===== src/rtl/uart_rx_pkg.sv =====
// Shared types and helpers for the UART RX sampling/deserializing stage.
package uart_rx_pkg;

  // Frame FSM states. The encoding is also visible on the top's fsm_state
  // debug output, so keep it stable.
  typedef enum logic [2:0] {
    ST_IDLE   = 3'd0,
    ST_START  = 3'd1,
    ST_DATA   = 3'd2,
    ST_PARITY = 3'd3,
    ST_STOP   = 3'd4
  } state_t;

  // Supported oversampling ratios.
  localparam logic [4:0] PRESCALE_8  = 5'd8;
  localparam logic [4:0] PRESCALE_16 = 5'd16;

  // Edge index of the bit centre. Only 16 gets its own centre; every other
  // prescale value falls back to the x8 centre.
  function automatic logic [4:0] mid_point(input logic [4:0] prescale);
    if (prescale == PRESCALE_16) begin
      return PRESCALE_16 >> 1;
    end
    return PRESCALE_8 >> 1;
  endfunction

  // Two-out-of-three vote.
  function automatic logic majority3(input logic a, input logic b, input logic c);
    return (a & b) | (a & c) | (b & c);
  endfunction

endpackage


===== src/rtl/uart_rx_majority_sampler.sv =====
// Captures rx_in at mid-1, mid and mid+1 of each bit period and emits the
// majority vote as a one-cycle strobe on the cycle after the last capture.
// The third sample is not stored: it is voted straight from rx_in on the
// capture edge, so sampled_bit/sampled_valid come out of registers with
// exactly one cycle of latency after the mid+1 edge.
module uart_rx_majority_sampler
  import uart_rx_pkg::*;
#(
  parameter int EDGE_CNT_WIDTH = 5
) (
  input  logic                      clk,
  input  logic                      rst,
  input  logic                      rx_in,
  input  logic [4:0]                prescale,
  input  logic [EDGE_CNT_WIDTH-1:0] edge_cnt,
  input  logic                      frame_active,
  output logic                      sampled_bit,
  output logic                      sampled_valid
);

  logic [EDGE_CNT_WIDTH-1:0] mid;
  logic [EDGE_CNT_WIDTH-1:0] mid_lo;
  logic [EDGE_CNT_WIDTH-1:0] mid_hi;
  logic                      s0;
  logic                      s1;

  assign mid    = EDGE_CNT_WIDTH'(mid_point(prescale));
  assign mid_lo = mid - EDGE_CNT_WIDTH'(1);
  assign mid_hi = mid + EDGE_CNT_WIDTH'(1);

  // Capture the two early samples; clear them whenever no frame is running.
  always_ff @(posedge clk) begin
    if (rst || !frame_active) begin
      s0 <= 1'b0;
      s1 <= 1'b0;
    end else begin
      if (edge_cnt == mid_lo) s0 <= rx_in;
      if (edge_cnt == mid)    s1 <= rx_in;
    end
  end

  // Vote on the mid+1 edge and publish the result for one cycle.
  always_ff @(posedge clk) begin
    if (rst) begin
      sampled_bit   <= 1'b0;
      sampled_valid <= 1'b0;
    end else begin
      sampled_valid <= 1'b0;
      if (frame_active && (edge_cnt == mid_hi)) begin
        sampled_bit   <= majority3(s0, s1, rx_in);
        sampled_valid <= 1'b1;
      end
    end
  end

endmodule


===== src/rtl/uart_rx_sample_deser.sv =====
// UART RX sample/deserialize stage: votes each bit period, walks the frame
// (start, data, optional parity, stop), shifts data in LSB-first and reports
// one outcome per frame.
//
// Output handshake: there is no ready. data_valid is a one-cycle strobe and
// p_data is valid from that cycle until the next good frame; par_err,
// stop_err and strt_glitch are one-cycle strobes, and at most one of the four
// fires per frame.
module uart_rx_sample_deser
  import uart_rx_pkg::*;
#(
  parameter int DATA_WIDTH     = 8,
  parameter int EDGE_CNT_WIDTH = 5
) (
  input  logic                      clk,
  input  logic                      rst,
  input  logic                      rx_in,
  input  logic [4:0]                prescale,
  input  logic [EDGE_CNT_WIDTH-1:0] edge_cnt,
  input  logic                      frame_active,
  input  logic                      par_en,
  input  logic                      par_typ,
  output logic                      sampled_bit,
  output logic                      sampled_valid,
  output logic [DATA_WIDTH-1:0]     p_data,
  output logic                      data_valid,
  output logic                      par_err,
  output logic                      stop_err,
  output logic                      strt_glitch,
  output logic [2:0]                fsm_state
);

  localparam int IDX_W = $clog2(DATA_WIDTH + 1);
  localparam logic [IDX_W-1:0] LAST_IDX = IDX_W'(DATA_WIDTH - 1);

  state_t                state;
  state_t                state_next;
  logic                  frame_active_q;
  logic                  frame_rise;
  logic                  abort;
  logic [DATA_WIDTH-1:0] shift_reg;
  logic [IDX_W-1:0]      bit_idx;
  logic                  par_en_q;
  logic                  par_typ_q;
  logic                  par_fail;

  // Control strobes decoded from the current state.
  logic cfg_latch;
  logic start_ok;
  logic glitch_hit;
  logic shift_en;
  logic par_chk;
  logic stop_chk;

  uart_rx_majority_sampler #(
    .EDGE_CNT_WIDTH (EDGE_CNT_WIDTH)
  ) u_sampler (
    .clk           (clk),
    .rst           (rst),
    .rx_in         (rx_in),
    .prescale      (prescale),
    .edge_cnt      (edge_cnt),
    .frame_active  (frame_active),
    .sampled_bit   (sampled_bit),
    .sampled_valid (sampled_valid)
  );

  assign fsm_state  = state;
  assign frame_rise = frame_active && !frame_active_q;
  // Losing frame_active outranks any sample arriving in the same cycle.
  assign abort      = (state != ST_IDLE) && !frame_active;

  // Remember the previous frame_active level for rising-edge detection.
  always_ff @(posedge clk) begin
    if (rst) frame_active_q <= 1'b0;
    else     frame_active_q <= frame_active;
  end

  // State register.
  always_ff @(posedge clk) begin
    if (rst) state <= ST_IDLE;
    else     state <= state_next;
  end

  // Next-state and per-state control strobes.
  always_comb begin
    state_next = state;
    cfg_latch  = 1'b0;
    start_ok   = 1'b0;
    glitch_hit = 1'b0;
    shift_en   = 1'b0;
    par_chk    = 1'b0;
    stop_chk   = 1'b0;
    if (abort) begin
      state_next = ST_IDLE;
    end else begin
      case (state)
        ST_IDLE: begin
          // Only a fresh rising edge starts a frame, so after a start
          // glitch the rest of that frame is ignored.
          if (frame_rise) begin
            state_next = ST_START;
            cfg_latch  = 1'b1;
          end
        end
        ST_START: begin
          if (sampled_valid) begin
            if (sampled_bit) begin
              glitch_hit = 1'b1;
              state_next = ST_IDLE;
            end else begin
              start_ok   = 1'b1;
              state_next = ST_DATA;
            end
          end
        end
        ST_DATA: begin
          if (sampled_valid) begin
            shift_en = 1'b1;
            if (bit_idx == LAST_IDX) begin
              state_next = par_en_q ? ST_PARITY : ST_STOP;
            end
          end
        end
        ST_PARITY: begin
          if (sampled_valid) begin
            par_chk    = 1'b1;
            state_next = ST_STOP;
          end
        end
        ST_STOP: begin
          if (sampled_valid) begin
            stop_chk   = 1'b1;
            state_next = ST_IDLE;
          end
        end
        default: state_next = ST_IDLE;
      endcase
    end
  end

  // Frame configuration, shift register, bit index and parity tracking.
  always_ff @(posedge clk) begin
    if (rst) begin
      par_en_q  <= 1'b0;
      par_typ_q <= 1'b0;
      par_fail  <= 1'b0;
      shift_reg <= '0;
      bit_idx   <= '0;
    end else begin
      if (cfg_latch) begin
        par_en_q  <= par_en;
        par_typ_q <= par_typ;
        par_fail  <= 1'b0;
      end
      if (abort || start_ok) begin
        bit_idx  <= '0;
        par_fail <= 1'b0;
      end
      if (shift_en) begin
        shift_reg <= {sampled_bit, shift_reg[DATA_WIDTH-1:1]};
        bit_idx   <= bit_idx + IDX_W'(1);
      end
      if (par_chk && (sampled_bit != ((^shift_reg) ^ par_typ_q))) begin
        par_fail <= 1'b1;
      end
    end
  end

  // Registered frame outcome: exactly one strobe for the deciding sample.
  always_ff @(posedge clk) begin
    if (rst) begin
      p_data      <= '0;
      data_valid  <= 1'b0;
      par_err     <= 1'b0;
      stop_err    <= 1'b0;
      strt_glitch <= 1'b0;
    end else begin
      strt_glitch <= glitch_hit;
      stop_err    <= stop_chk && !sampled_bit;
      par_err     <= stop_chk && sampled_bit && par_fail;
      data_valid  <= stop_chk && sampled_bit && !par_fail;
      if (stop_chk && sampled_bit && !par_fail) begin
        p_data <= shift_reg;
      end
    end
  end

endmodule


===== config.mk =====
export PLATFORM = sky130hd
export DESIGN_NAME = uart_rx_sample_deser
export DESIGN_NICKNAME = d
export VERILOG_FILES = /design/src/rtl/uart_rx_pkg.sv /design/src/rtl/uart_rx_majority_sampler.sv /design/src/rtl/uart_rx_sample_deser.sv
export SDC_FILE = /design/constraint.sdc
export NUM_CORES = 1
export LEC_CHECK = 0
export CORE_MARGIN = 10
export CORE_UTILIZATION = 60
export DETAILED_ROUTE_END_ITERATION = 10
export DONT_BUFFER_PORTS = 1
export MAX_ROUTING_LAYER = met4
export PLACE_DENSITY = 0.76
export SETUP_SLACK_MARGIN = 0.1
export SYNTH_ARGS = -nofsm -noshare
export SYNTH_HDL_FRONTEND = slang
export SYNTH_HIERARCHICAL = 1
export SYNTH_SLANG_ARGS = --single-unit

===== constraint.sdc =====
create_clock -name clk -period 1.7 [get_ports clk]
set_input_delay 0.34 -clock clk [delete_from_list [all_inputs] [get_ports clk]]
set_output_delay 0.34 -clock clk [all_outputs]
set_load 0.03 [all_outputs]

; After elaboration in Yosys (flattened, before gate mapping)
; Index checks and enable logic that the tools add are counted.
[word_totals]
reg_bits = 35
wordCells = 98
in_bits = 16
[op_classes]
bitwise_logic = 8
n_eq_ne = 16
n_reduce_logical = 22
n_mux = 33
add_sub_neg = 3
[op_table]
columns = cell, n
row1 = $mux 3, 7
row2 = $mux 1, 20
row3 = $eq 5x5->1, 3
row4 = $pmux 3 s5, 1
row5 = $mux 5, 2
row6 = $logic_and 1x1->1, 8
row7 = $mux 4, 2
row8 = $ne 2x1->1 const B, 4
row9 = $reduce_xor 8->1, 1
row10 = $eq 3x2->1 const B, 2
row11 = $reduce_and 6->1, 1
row12 = $reduce_bool 3->1, 2
row13 = $add 5x1->5 const B, 1
row14 = $eq 5x5->1 const B, 1
row15 = $sub 5x1->5 const B, 1
row16 = $add 4x1->4 const B, 1
row17 = $eq 4x3->1 const B, 1
row18 = $logic_not 1->1, 4
row19 = $ne 2x2->1 const B, 2
row20 = $reduce_or 4->1, 1
row21 = $and 1x1->1, 3
row22 = $eq 3x1->1 const B, 1
row23 = $eq 3x3->1 const B, 1
row24 = $logic_not 3->1, 1
row25 = other kinds (8), 11

; Longest topological paths before layout
; Gate-level depths: netlist (run 1).
[logic_depth]
word_depth = 8
mapped_depth = 7
mapped_depth_nobuf = 5

; By module
; Netlist (run 1), hierarchy kept.
[modules_own_cells]
columns = module, instances, area_per_inst_um2, cells_each, seq_area_each_um2
row1 = uart_rx_sample_deser, 1, 1446.4, 152, 620.6
row2 = uart_rx_majority_sampler, 1, 326.6, 41, 80.1

; Least setup slack after synthesis (run 1)
; Ideal clock, no wire load.
[synth_path]
path_kind = register to register
from = reg state[2] (netlist: fsm_state[2])
to = reg state[1] (netlist: fsm_state[1])
t_arrival_ns = 1.645
required_time_ns = 1.630
path_slack_ns = -0.015
path_stages_with_launch = 7
path_buffers = 2
path_cell_list = dfxtp_1 buf_6 nor2_2 and4_4 buf_6 or4_1 a21oi_1
[synth_via]
elab_chain_cells = 3
[synth_lines]
columns = element, line
row1 = "start, declared", uart_rx_sample_deser.sv:36  ; state_t state;
row2 = "start signal, assigned", uart_rx_sample_deser.sv:82  ; else state <= state_next;
row3 = $eq 3x1->1 (tied with other cells), uart_rx_sample_deser.sv:97  ; case (state)
row4 = $ne 2x1->1 (no line) (tied with other cells), -
row5 = $reduce_and 6->1 (no line) or $reduce_or 2->1 (tied branches), -
; Several ways; a longest one is shown, not always the timed one.
; A chain may end at the register's enable or synchronous reset.

; Final worst setup path (run 1)
[layout_path]
from = reg bit_idx[0]
to = reg state[1] (netlist: fsm_state[1])
[layout_via]
elab_chain_cells = 3
[layout_lines]
columns = element, line
row1 = "start, declared", uart_rx_sample_deser.sv:42  ; logic [IDX_W-1:0] bit_idx;
row2 = "start signal, assigned", uart_rx_sample_deser.sv:162  ; bit_idx <= bit_idx + IDX_W'(1);
row3 = $eq 4x3->1, uart_rx_sample_deser.sv:120  ; if (bit_idx == LAST_IDX) begin
row4 = $ne 2x2->1 (no line), -
row5 = $reduce_and 6->1 (no line), -
; No other way between the ends.

==> results_dict.tcl, run 1 <==
set metrics [dict create \
    cp.required_ns 1.97 \
    grt-ovfl-total 0 \
    synth_fp_nets 210 \
    crit_type "flip-flop to flip-flop" \
    die-height_um 74.4 \
    irDropWorstVdd_uv 779 \
    die_x_um 74.4 \
    ant_nets 0 \
    drv_cap 0 \
    place_congestion 0.827 \
    synthSimpleGateAreaFrac 0.256 \
    syn_area_um2 1770 \
    synthTopCellsByArea "dfxtp_1, mux2i_1, nor2_1, o21ai_0, xnor2_1" \
    synth_ff_type "dfxtp_1" \
    via_per_inst 6.00 \
    drive_above_1_share 0.151 \
    io_pins 33 \
    worstMarginPinSlew_ns 0.538 \
    path_max_fanout 4 \
    wl_per_cell_um 15.9 \
    p_per_area_nw_per_um2 766 \
    area_growth_syn_to_layout_pct 7.06 \
    cp-start-kind "flip-flop" \
    fmax_mhz 687 \
    core-area_um2 2780 \
    rr_startpoint "bit_idx[0]$_SDFFE_PP0P_" \
    r2r_slack_ns 0.24 \
    crit_end "fsm_state[1]$_SDFFE_PP0P_" \
    drtPass1Iterations 4 \
    via_count 1381 \
    status "finished, final reports clean" \
    slew_violations 0 \
    cts_resized 0 \
    grt_pass1_vias 1305 \
    r2r-end "fsm_state[1]$_SDFFE_PP0P_" \
    drt-total-wl_mm 3.65 \
    slew_headroom 0.636 \
    drc 0 \
    synth_edf_count 0 \
    leakagePower_nw 0.634 \
    synth.distinct_cells 49 \
    synth-xor-area-share 0.0473 \
    clkTransAtPathRegs_ns 0.11 \
    final_hold_viol_count 0 \
    clockBufferDepth 2 \
    ys_seq_area_frac 0.395 \
    rr_worst_depth 5 \
    antenna_found_initial 0 \
    synthMuxAreaShare 0.113 \
    fin_tns_setup_ns 0 \
    rows 19 \
    setup_viol 0 \
    cts-htree-levels 2 \
    cts_setup_buffers 0 \
    cp-startpoint "bit_idx[0]$_SDFFE_PP0P_" \
    endpoint_kind "flip-flop" \
    fin_crit_ns 1.46 \
    yosys_warnings 6 \
    fin_skew_ns 0.0113 \
    clockRootBuffer "clkbuf_4" \
    start_util 0.637 \
    fillers 225 \
    cts_sinks 35 \
    period_share 0.856 \
    portBuffers 0 \
    syn_inst 193 \
    layout.nets 215 \
    dr.first_iter.drc_count 133 \
    async_flop_share 0 \
    grt_max_degree 30 \
    grt_use_total 0.144 \
    rsz0062_at_grt "no" \
    diodes 0 \
    synth_adder_area_share 0.0127 \
    synth_top_family_by_area "simple AND/OR/NAND/NOR gates" \
    synth_top_area_frac 0.395 \
    avgSynthCellArea_um2 9.19 \
    floorplan.die_area_um2 5530 \
    cts_tree "done" \
    grt_pass1_wl_mm 6.13 \
    synth_compound_area_frac 0.127 \
    synth_seq_cells 35 \
    hpwl_mm 2.71 \
    fin_ws_ns 0.244 \
    cts_made_buffers 5 \
    min_path_type "primary input to flip-flop" \
    cp.arrival_ns 1.72 \
    cts-hold-fix-buffers 0 \
    synth_area_leader_cell "dfxtp_1" \
    post-place-ws_ns 0.0876 \
    clk_latency_ns 0.34 \
    min_path_cells 1 \
]
==> worst max-delay path: stages, from the launching register on <==
cell and delay (ns):
dfxtp_1 0.35, ha_1 0.22, nand3b_1 0.13, a31oi_1 0.13
or4_1 0.41, a21oi_1 0.14
==> how the worst min path moves through the flow <==
stage	end	from
final	bit_idx[0]$_SDFFE_PP0P_	rst
after global routing	bit_idx[0]$_SDFFE_PP0P_	rst
after CTS	bit_idx[3]$_SDFFE_PP0P_	rst
after detailed placement	par_en_q$_SDFFE_PP0P_	rst
after global placement	bit_idx[1]$_SDFFE_PP0P_	rst
after floorplan	u_sampler/s0$_SDFFE_PP0N_	u_sampler/s0$_SDFFE_PP0N_
==> cell type report <==
type                            instances  area, um^2  share of cell area
Multi-Input combinational cell        141         986               0.519
Sequential cell                        35         707               0.372
Timing Repair Buffer                   10        75.1              0.0396
Clock buffer                            7        65.1              0.0343
Tap cell                               31        38.8              0.0204
Inverter                                5        18.8             0.00989
Clock inverter                          1        7.51             0.00396
==> Yosys cell counts, types with 3 or more instances <==
library cell,instances
a31oi_1,5
nand3_1,6
nand3b_1,4
nor2b_1,3
nor2_1,24
a21oi_1,9
clkbuf_1,6
nand2b_1,4
dfxtp_1,35
inv_1,4
nor3_1,4
buf_2,3
xnor2_1,6
mux2i_1,20
nand2_1,10
o21ai_0,11
==> layout by cell type, fill, tap and decap left out, types with 2 or more instances in the layout <==
cell type / Yosys / routed
mux2i_1: 20 / 20
nor2_1: 24 / 24
xnor2_1: 6 / 6
inv_1: 4 / 4
nor4b_1: 2 / 2
nand2b_1: 4 / 4
buf_4: 1 / 10
clkbuf_8: 0 / 2
nand3_1: 6 / 6
dfxtp_1: 35 / 30
nand2_1: 10 / 10
nand4_1: 2 / 2
a22oi_1: 2 / 2
clkbuf_4: 0 / 5
o2111a_1: 2 / 2
nor3_1: 4 / 4
o21ai_0: 11 / 11
nand3b_1: 4 / 4
a21oi_1: 9 / 9
nor4_1: 2 / 2
nor2b_1: 3 / 3
a31oi_1: 5 / 5
dfxtp_2: 0 / 5
==> cells by family (layout without fill, tap and decap cells) <==
| logic type | Yosys count | count (layout) |
|---|---|---|
| flops | 35 | 35 |
| compound gates | 36 | 36 |
| buf+inv | 17 | 23 |
| fa+ha+maj | 2 | 2 |
| xor+xnor | 8 | 8 |
| mux | 20 | 20 |
| simple gates | 75 | 75 |
==> power by group <==
part / switching (W) / internal, W / leakage (nW) / total, W
Sequential: 0.0000101 / 0.000828 / 0.285 / 0.000838
Combinational: 0.0000490 / 0.0000486 / 0.311 / 0.0000976
Clock: 0.000277 / 0.000242 / 0.0375 / 0.000519
Total: 0.000336 / 0.00112 / 0.634 / 0.00145
==> per-layer routing <==
metal  global-route usage  routed length (um)  share of wire  vias up
met5                    -                   0              0        -
met4               0.0447                  48          0.013        0
met3               0.0652                 304          0.083        5
met2                0.221                1760           0.48       44
met1                0.164                1530           0.42      630
li1                     -                   -              -      702
==> stage by stage <==
step                      total power, W  hold WS, ns  instance area (um^2)   util  cells
after floorplan                 0.000944        0.443                  1780      -    193
after global placement          0.000951        0.415                  1820  0.655    222
after detailed placement        0.000953        0.418                  1820  0.655    222
after CTS                        0.00147       0.0407                  1900  0.682    230
after global routing             0.00152       0.0223                  1900  0.682    230
final                            0.00145       0.0505                  1900  0.682    230
Note: power is estimated with default switching activity, not from simulation.
==> run 2: changes to the inputs <==
Settings changed: CORE_UTILIZATION 60 to 62, PLACE_DENSITY 0.76 to 0.78.
==> run 2 against run 1 <==
  * Power decreased by 6.4%
  * Global-route usage up 0.30 points
  * Wire length rose by 3.4%
  * Clock power decreased by 18%
  * Sequential share of layout area is 0.15 points higher
  * Worst setup slack worse by 0.012 ns
  * Cell area is 0.40% lower
  * Register-to-register slack hardly changed
  * Utilization rose by 0.91 points
  * Fmax down 0.81%
  * Critical endpoint is now p_data[6]$_SDFFE_PP0P_
  * Non-clock buffer count grew 1
  * Final cell count is 0.43% higher
==> results_dict.tcl, run 2 (same netlist as run 1, synthesis figures left out) <==
set metrics [dict create \
    status "finished, final reports clean" \
    worstMarginPinSlew_ns 0.532 \
    layout.nets 216 \
    drtPass1Iterations 4 \
    setup_viol 0 \
    clockRootBuffer "clkbuf_4" \
    final_hold_viol_count 0 \
    fillers 215 \
    post-place-ws_ns 0.0953 \
    via_count 1435 \
    min_path_cells 1 \
    endpoint_kind "flip-flop" \
    rr_worst_depth 6 \
    grt_pass1_vias 1307 \
    cp.required_ns 1.92 \
    cts_tree "done" \
    cp_cell_sequence "buf_4 -> nand4bb_4 -> nor3_4 -> buf_6 -> mux2i_1 -> nor2_1" \
    portBuffers 0 \
    min_path_type "primary input to flip-flop" \
    cts_made_buffers 5 \
    layout_common_cells "dfxtp_1, nor2_1, mux2i_1, o21ai_0" \
    period_share 0.863 \
    stdcell_area_um2 1890 \
    grt_pass1_wl_mm 6.13 \
    leakagePower_nw 0.630 \
    cts_setup_buffers 0 \
    drive_above_1_share 0.150 \
    holdWs_ns 0.0702 \
    slew_violations 0 \
    antenna_found_initial 0 \
    crit_type "flip-flop to flip-flop" \
    cp.arrival_ns 1.69 \
    final_common_cell "dfxtp_1" \
    grt_use_total 0.147 \
    grt_max_degree 30 \
    place_congestion 0.820 \
    clkTransAtPathRegs_ns 0.11 \
    hpwl_mm 2.84 \
    start_util 0.649 \
    fin_tns_setup_ns 0 \
    postPlaceCellArea_um2 1830 \
    dr.first_iter.drc_count 88 \
    drc 0 \
    clockBufferDepth 2 \
    via_per_inst 6.21 \
    fin_crit_ns 1.47 \
    cp_slowest_cell "dfxtp_2" \
    die_x_um 73.5 \
    clk_latency_ns 0.33 \
    io_pins 33 \
    power.total_w 0.00136 \
    die-height_um 73.5 \
    area_growth_syn_to_layout_pct 6.63 \
    drv_cap 0 \
    wl_per_cell_um 16.3 \
    fin_ws_ns 0.232 \
    diodes 0 \
    irDropWorstVdd_uv 690 \
    fmax_mhz 681 \
    cts_sinks 35 \
    max_stage_delay_ns 0.38 \
    cts-htree-levels 2 \
    cp-start-kind "flip-flop" \
    path_max_fanout 9 \
    drt-total-wl_mm 3.77 \
    p_per_area_nw_per_um2 720 \
    slew_headroom 0.640 \
    core-area_um2 2730 \
    rows 19 \
    ant_nets 0 \
    rsz0062_at_grt "no" \
    fin_skew_ns 0.00665 \
    floorplan.die_area_um2 5400 \
    grt-ovfl-total 0 \
]
## run 2: cell count changes in the layout (fill, tap and decap cells not counted), sizes merged
| cell | change |
|---|---|
| buf | +1 |
| clkbuf | -1 |
| clkinv | +1 |
## run 2: path summary, 6_finish.rpt
kind	from	endpoint	slack, ns
worst max register to register	fsm_state[0]$_SDFFE_PP0P_	p_data[6]$_SDFFE_PP0P_	0.23
worst min-delay path	rst	bit_idx[0]$_SDFFE_PP0P_	0.07
worst max-delay path	fsm_state[0]$_SDFFE_PP0P_	p_data[6]$_SDFFE_PP0P_	0.23
worst min register to register	u_sampler/s0$_SDFFE_PP0N_	u_sampler/s0$_SDFFE_PP0N_	0.48
## run 2: report_power, final
part           leakage [nW]  total [W]  internal [W]  switching, W
logic                 0.317   0.000101     0.0000506     0.0000500
registers             0.285   0.000838      0.000828    0.00000942
clock network        0.0282   0.000423      0.000160      0.000264
total                 0.630    0.00136       0.00104      0.000323
## run 2: what timing repair did
| action | 4_1_cts | 5_1_grt |
|---|---|---|
| gates resized for setup | 0 | 3 |
| setup endpoints to repair | 0 | 9 |
| hold buffers | 0 | 0 |
| hold endpoints to repair | 0 | 0 |
## run 2: through the flow
step	utilization	cells
4_1_cts	0.689	231
3_3_place_gp	0.670	223
6_report	0.692	231
2_1_floorplan	-	193
3_5_place_dp	0.670	223
5_1_grt	0.692	231
## run 2: metal layers
layer	share of wire	track usage	routed length, um	vias to the layer above
met5	0	-	0	-
met4	0.017	0.0807	64	0
met3	0.087	0.0579	329	6
met2	0.49	0.222	1830	59
met1	0.41	0.162	1550	666
li1	-	-	-	704
## run 2: area by class of cell
type                       count  area, um^2  area share
clock buffer                   6        41.3      0.0218
clock inverter                 2        12.5     0.00662
inverter                       5        18.8     0.00993
multi-input combinational    141         986       0.522
sequential                    35         707       0.374
tap                           31        38.8      0.0205
timing repair buffer          11        86.3      0.0457
## run 2: worst max-delay path, delay by kind of cell (launching register included)
| kind | cells | cell delay (ns) |
|---|---|---|
| AND/OR/NAND/NOR | 3 | 0.43 |
| flip-flops | 1 | 0.38 |
| multiplexers | 1 | 0.22 |
| buffers and inverters | 2 | 0.34 |
